[config.mk]
export PLATFORM = sky130hd
export DESIGN_NAME = bcd_display_scanner
export DESIGN_NICKNAME = d
export VERILOG_FILES = /design/src/rtl/bcd_display_scanner.sv
export SDC_FILE = /design/constraint.sdc
export NUM_CORES = 1
export LEC_CHECK = 0
export CAP_MARGIN = 20
export CELL_PAD_IN_SITES_DETAIL_PLACEMENT = 1
export CELL_PAD_IN_SITES_GLOBAL_PLACEMENT = 2
export CORE_MARGIN = 1.5
export CORE_UTILIZATION = 30
export CTS_BUF_LIST = sky130_fd_sc_hd__clkbuf_16
export DETAILED_ROUTE_END_ITERATION = 7
export PLACE_DENSITY = 0.76
export RECOVER_POWER = 50
export SLEW_MARGIN = 20
export SYNTH_ARGS = -nofsm -noshare
export SYNTH_HDL_FRONTEND = slang
export SYNTH_SLANG_ARGS = --single-unit
[constraint.sdc]
create_clock -name clk -period 2.6 [get_ports clk]
set_input_delay 0.52 -clock clk [delete_from_list [all_inputs] [get_ports clk]]
set_output_delay 0.52 -clock clk [all_outputs]
set_load 0.05 [all_outputs]
[src/rtl/bcd_display_scanner.sv]
// bcd_display_scanner: captures packed BCD digits into a shadow register and
// scans them one digit per refresh slot onto a common-anode 7-segment display.
// Optional feature macro: BCD_SCAN_LZB_EN (leading-zero blanking).
module bcd_display_scanner #(
   parameter int unsigned DIGITS      = 4,
   parameter int unsigned REFRESH_DIV = 1000
) (
   input  logic                  clk,
   input  logic                  rst,
   input  logic                  load,
   input  logic [4*DIGITS-1:0]   bcd_in,
   output logic [6:0]            seg,
   output logic [DIGITS-1:0]     an,
   output logic [2:0]            digit_idx,
   output logic                  err
);

   localparam int unsigned PW = (REFRESH_DIV > 1) ? $clog2(REFRESH_DIV) : 1;
   localparam int unsigned IW = (DIGITS > 1) ? $clog2(DIGITS) : 1;
   localparam logic [PW-1:0] PRESC_LAST = PW'(REFRESH_DIV - 1);
   localparam logic [IW-1:0] IDX_LAST   = IW'(DIGITS - 1);

   logic [PW-1:0]       presc;
   logic [IW-1:0]       idx;
   logic [4*DIGITS-1:0] shadow;
   logic                tick;
   logic [3:0]          cur_digit;
   logic                bad_any;
   logic                blank;
   logic [6:0]          seg_next;
   logic [DIGITS-1:0]   an_next;

   // Active-low segment pattern {g,f,e,d,c,b,a}; non-decimal codes show a dash
   function automatic logic [6:0] enc(input logic [3:0] d);
      logic [6:0] s;
      case (d)
         4'd0:    s = 7'h40;
         4'd1:    s = 7'h79;
         4'd2:    s = 7'h24;
         4'd3:    s = 7'h30;
         4'd4:    s = 7'h19;
         4'd5:    s = 7'h12;
         4'd6:    s = 7'h02;
         4'd7:    s = 7'h78;
         4'd8:    s = 7'h00;
         4'd9:    s = 7'h10;
         default: s = 7'h3F;
      endcase
      return s;
   endfunction

   assign tick = (presc == PRESC_LAST);

   // Select the digit under the current scan index and flag any invalid shadow digit
   always_comb begin
      cur_digit = 4'd0;
      bad_any   = 1'b0;
      for (int k = 0; k < int'(DIGITS); k++) begin
         if (IW'(k) == idx) cur_digit = shadow[4*k +: 4];
         if (shadow[4*k +: 4] > 4'd9) bad_any = 1'b1;
      end
   end

`ifdef BCD_SCAN_LZB_EN
   logic upper_zero;

   // Blank a non-least digit when it and every more significant digit are zero
   always_comb begin
      upper_zero = 1'b1;
      blank      = 1'b0;
      for (int k = int'(DIGITS) - 1; k >= 0; k--) begin
         upper_zero = upper_zero && (shadow[4*k +: 4] == 4'd0);
         if ((IW'(k) == idx) && (k > 0) && upper_zero) blank = 1'b1;
      end
   end
`else
   assign blank = 1'b0;
`endif

   // Next output values from the pre-edge index and shadow contents
   always_comb begin
      seg_next = blank ? 7'h7F : enc(cur_digit);
      an_next  = ~(DIGITS'(1) << idx);
   end

   // Prescaler, scan index and shadow capture; load and tick act independently
   always_ff @(posedge clk) begin
      if (!rst) begin
         presc  <= '0;
         idx    <= '0;
         shadow <= '0;
      end else begin
         presc <= tick ? '0 : presc + PW'(1);
         if (tick) idx <= (idx == IDX_LAST) ? '0 : idx + IW'(1);
         if (load) shadow <= bcd_in;
      end
   end

   // Registered display drive, one cycle behind index/shadow changes
   always_ff @(posedge clk) begin
      if (!rst) begin
         seg       <= 7'h7F;
         an        <= '1;
         digit_idx <= 3'd0;
         err       <= 1'b0;
      end else begin
         seg       <= seg_next;
         an        <= an_next;
         digit_idx <= 3'(idx);
         err       <= bad_any;
      end
   end

endmodule

# == Word level (Yosys, flattened, before mapping) ==
# Memories as Yosys holds them, arrays and structs flattened. A register that Yosys moved wholly into a read port is not among the register bits.
# Index checks and enable logic that the tools add are counted.
# word_totals
romBits,112
regBits,36
input_bits,19
n_memories,1
# op_classes
reduce_logical,3
add_sub_neg,2
n_shift,1
muxes,9
eq_ne,5
bitwise,2
magnitude_cmp,4
# memory_table
memory,words,width,rd,rd_clocked_by_memory_dff,write_ports,line_no,source
(name not given),16,7,1,1,0,36,case (d)
# ops
operator,count
4-bit > comparator (second input constant),4
4-bit 2-to-1 mux,4
10-bit by 1-bit adder with 10-bit output (second input constant),1
10-bit equality test (second input constant),1
2-bit equality test (first input constant),2
1-bit 2-to-1 mux,4
4-bit inverter,1
1-bit by 2-bit << shifter with 4-bit output (first input constant),1
2-bit by 1-bit adder with 2-bit output (second input constant),1
1-bit by 2-bit equality test with 1-bit output (first input constant),1
2-bit equality test (second input constant),1
2-bit zero test,1
2-bit 2-to-1 mux,1
2-bit OR reduction,1
1-bit zero test,1
1-bit inverter,1

# == Logic depth before layout (Yosys ltp) ==
# logic_depth
depth_word,5
depth_mapped,11
depth_no_buf,10

# == Least setup slack after synthesis ==
# OpenSTA, ideal clock, no wires.
# synth_timing
kind,reg2reg
start,reg idx[1]
end,reg seg[3]
required_ns,2.480
synth_period_minus_slack_ns,1.896
path_slack_ns,0.704
path_buffers,1
setup_ns,0.120
stages_incl_launch_ff,10
arrival_time_ns,1.776
cell_sequence,dfxtp_1 inv_1 ha_1 buf_2 a211oi_1 a211o_1 inv_1 ha_1 o21ai_0 a211o_1
# synth_between
elab_chain_cells,5
elab_cells_between_ends,8
classes_between,eq/ne: 3; mux: 4; reduce/logical: 1
# synth_rtl
element,line_no,source
start: declaration,24,logic [IW-1:0] idx;
start signal: assignment,94,if (tick) idx <= (idx == IDX_LAST) ? '0 : idx + IW'(1);
2-bit zero test,59,if (IW'(k) == idx) cur_digit = shadow[4*k +: 4];
4-bit 2-to-1 mux (3 in series),59,
4-bit 2-to-1 mux (*),59,
end: declaration,12,"output logic [6:0] seg,"
# Mark *: on every way between the ends. The rest lies on a longest branch, timed or not.
# A chain may end at the register's enable or synchronous reset.

# == Worst setup path in the final report ==
# layout_timing
start,reg idx[0]
end,reg seg[1]
# Same word-level chain as after synthesis.

==> results by group <==
Critical path
  • Reg-to-reg setup timing slack: a little under 0.5 ns
  • R2r worst-path depth: 8
  • Req. time, crit path: between 2 and 3 ns
  • CP max FO: 13
  • Setup CP Type: reg2reg
  • CP arrival: 2.26 ns
  • Crit path launch type: flop
  • CP Capture Type: flop

Logic synthesis
  • Seq cells post-synth: between 40 and 50
  • Syn nets: 213
  • Count of cell types in the netlist: 38
  • Seq/Total Area, Yosys: just under 50%
  • Share of the synthesized area in the top cell type: 48.1%
  • Largest area contributor in the netlist: dfxtp_1
  • Ranking of synthesized cells by area: dfxtp_1 (48%), mux2i_1 (9.7%), nor2_1 (6.2%)
  • Post-Syn Area: 1750 µm²
  • Yosys warns: 0
  • Main synth FF type: dfxtp_1
  • Syn Inst Count: 188
  • Avg Cell Area, Syn: 9.29 µm²
  • Async SR Flop Fraction: 0%
  • Post-synth EDFFs: 0

Final layout
  • Area growth syn-to-layout: 31.3%
  • # nets final: 247
  • Layout cell share with drive strength beyond 1: under 10%
  • Most frequent cells in the layout: dfxtp_1 (42), clkdlybuf4s50_1 (31), nor2_1 (29)
  • Commonest non-fill, non-tap cell in the layout: dfxtp_1
  • Inserted Diodes: 0
  • Fillers: 666

Clocking
  • Cts-stage hold buffer count: 0
  • Reg clk slew, reported paths: ~0.060 ns
  • Clk sink count: 42
  • Clk_lat worst skew: 0.28 ns
  • CTS tree: built
  • Root Buffer: clkbuf_16
  • Resized cells post-CTS: 0
  • CTS buffer count: 5
  • H-tree depth: 2
  • Buffer count from post-CTS setup fixing: 0
  • Max clock buf depth: 2

Placement
  • Hpwl dp: 2830 µm
  • I/O Buffers: 32
  • GP Congestion: roughly 0.82

Global routing
  • Grt ovf: 0
  • Tot GR Track Use: 13.7%
  • Initial antenna violation count: 0
  • Vias in the first global route: 1387
  • Pin count of the biggest net entering global routing: 24
  • First-pass GRT wire length: between 6000 and 7000 µm

Min path
  • Hold path depth: 1
  • Worst hold path type: reg2reg

Pwr
  • Sw power: around 0.36 mW
  • PnR Total Power: about 1.6 mW
  • Int Pwr: 1.20 mW
  • Power per Cell Area: 684 nW/µm²
  • Pleak: 0.928 nW
  • Clock Power Share: between 40 and 50%
  • Sw Ratio: 23.2%
  • Reg power frac: 44.2%
  • Combinational group share of total power: a little under an eighth
  • Worst vdd ir: 0.321 mV

Routing
  • Vias: around 1400
  • Drt via density: between 4 and 5
  • Initial DRC count: 60
  • WL per Instance: around 13 µm
  • Post-Route WL: 3840 µm
  • DRC Markers: 0
  • Drt first pass iters: 2
  • Antenna Nets Post-Route: 0

Floorplanning
  • Initial Util: a little under a third
  • Rows: 27
  • I/O pin count: 34
  • Die ar.: 6290 µm²
  • Core area: ~5600 µm²
  • Die span in x: 79.3 µm
  • Die Y-Extent: 79.3 µm

STA
  • Slew HR: a little under a third
  • Hold Fails Final Rpt: 0
  • Endpoints failing setup: 0
  • Period Utilization, post-route: 81.2%
  • Worst-Margin Slew: around 1.0 ns
  • Slew Viols, Final: 0
  • Peak Freq: 0.473 GHz
  • Clock Skew: 0.00412 ns
  • TNS Setup: 0 ns
  • Unrepaired setup endpoints after global routing: false
  • Fin crit period: around 2.1 ns

Flow run
  • Maxcap violations: 0

Status
  • Status: finished clean
-- power groups by stage --
stage	clock, mW	combinational (mW)	sequential (mW)
6_report	0.694	0.182	0.693
4_1_cts	0.712	0.186	0.693
3_3_place_gp	0	0.185	0.707
5_1_grt	0.745	0.199	0.696
3_5_place_dp	0	0.186	0.707
2_1_floorplan	0	0.0742	0.745
-- stage by stage --
step | cells | area, µm² | util [%] | setup slack (ns) | hold WS (ns)
floorplan | 188 | 1750 | - | 0.704 | 0.413
global placement | 287 | 2140 | 38.4 | 0.558 | 0.428
detailed placement | 287 | 2140 | 38.4 | 0.506 | 0.435
CTS | 295 | 2300 | 41.3 | 0.479 | 0.451
global route | 295 | 2290 | 41.1 | 0.279 | 0.479
finish | 295 | 2290 | 41.1 | 0.488 | 0.447
-- layer usage --
| metal | track usage, % | up-vias | routed length (µm) |
|---|---|---|---|
| met5 | 0 | - | 0 |
| met4 | 5.26 | 0 | 53 |
| met3 | 4.02 | 6 | 147 |
| met2 | 21.5 | 22 | 1730 |
| met1 | 17.7 | 650 | 1900 |
| li1 | - | 707 | - |
-- logic make-up (layout without fill, tap and decap cells) --
| family | after synthesis | after routing | synth area share, % |
|---|---|---|---|
| AND/OR/NAND/NOR | 68 | 68 | 18.5 |
| flip-flops | 42 | 42 | 48.1 |
| AO/OA/AOI/OAI | 34 | 34 | 12.8 |
| multiplexers | 17 | 17 | 9.74 |
| buffers and inverters | 15 | 50 | 3.80 |
| adder cells (fa/ha/maj) | 6 | 6 | 4.30 |
| XOR/XNOR | 5 | 5 | 2.51 |
| other | 1 | 1 | 0.215 |
-- layout make-up --
class,instances,area [µm²],area share [%]
tap,72,90.1,3.93
sequential,42,841,36.7
timing repair buffer,35,335,14.6
inverter,7,26.3,1.15
multi-input combinational,131,836,36.4
clock buffer,5,125,5.46
clock inverter,3,40.0,1.75
-- path summary, 6_finish.rpt --
| path | start | end |
|---|---|---|
| max reg2reg | idx[0] | seg[1] |
| max | idx[0] | seg[1] |
| min reg2reg | presc[0] | presc[0] |
| min | presc[0] | presc[0] |
-- Yosys cell counts, drive strengths merged (2+ instances only) --
| cell | number |
|---|---|
| nor2 | 29 |
| xnor2 | 2 |
| nor2b | 2 |
| mux2i | 17 |
| o21ai | 14 |
| a211oi | 3 |
| buf | 5 |
| and3 | 2 |
| clkbuf | 3 |
| a21oi | 7 |
| a22o | 2 |
| nor3b | 2 |
| ha | 6 |
| a211o | 3 |
| nand3b | 3 |
| inv | 7 |
| nand3 | 4 |
| nor3 | 2 |
| or2 | 2 |
| or3 | 4 |
| nand2 | 15 |
| xor2 | 3 |
| dfxtp | 42 |
-- sequential cells by signal, summed over array words and instances, names as in the netlist --
name and cells:
digit_idx 2, idx 2, seg 7, err 1
an 4, presc 10, shadow 16
-- critical path, cell delays in order, from the launching register on --
cell and delay [ns]:
dfxtp_1 0.40, ha_1 0.45, nor2_1 0.14, o211a_1 0.15, or2_2 0.32, inv_1 0.08
ha_1 0.24, a21oi_1 0.12, o21ai_0 0.09
Power figures use the tool's default switching activity.
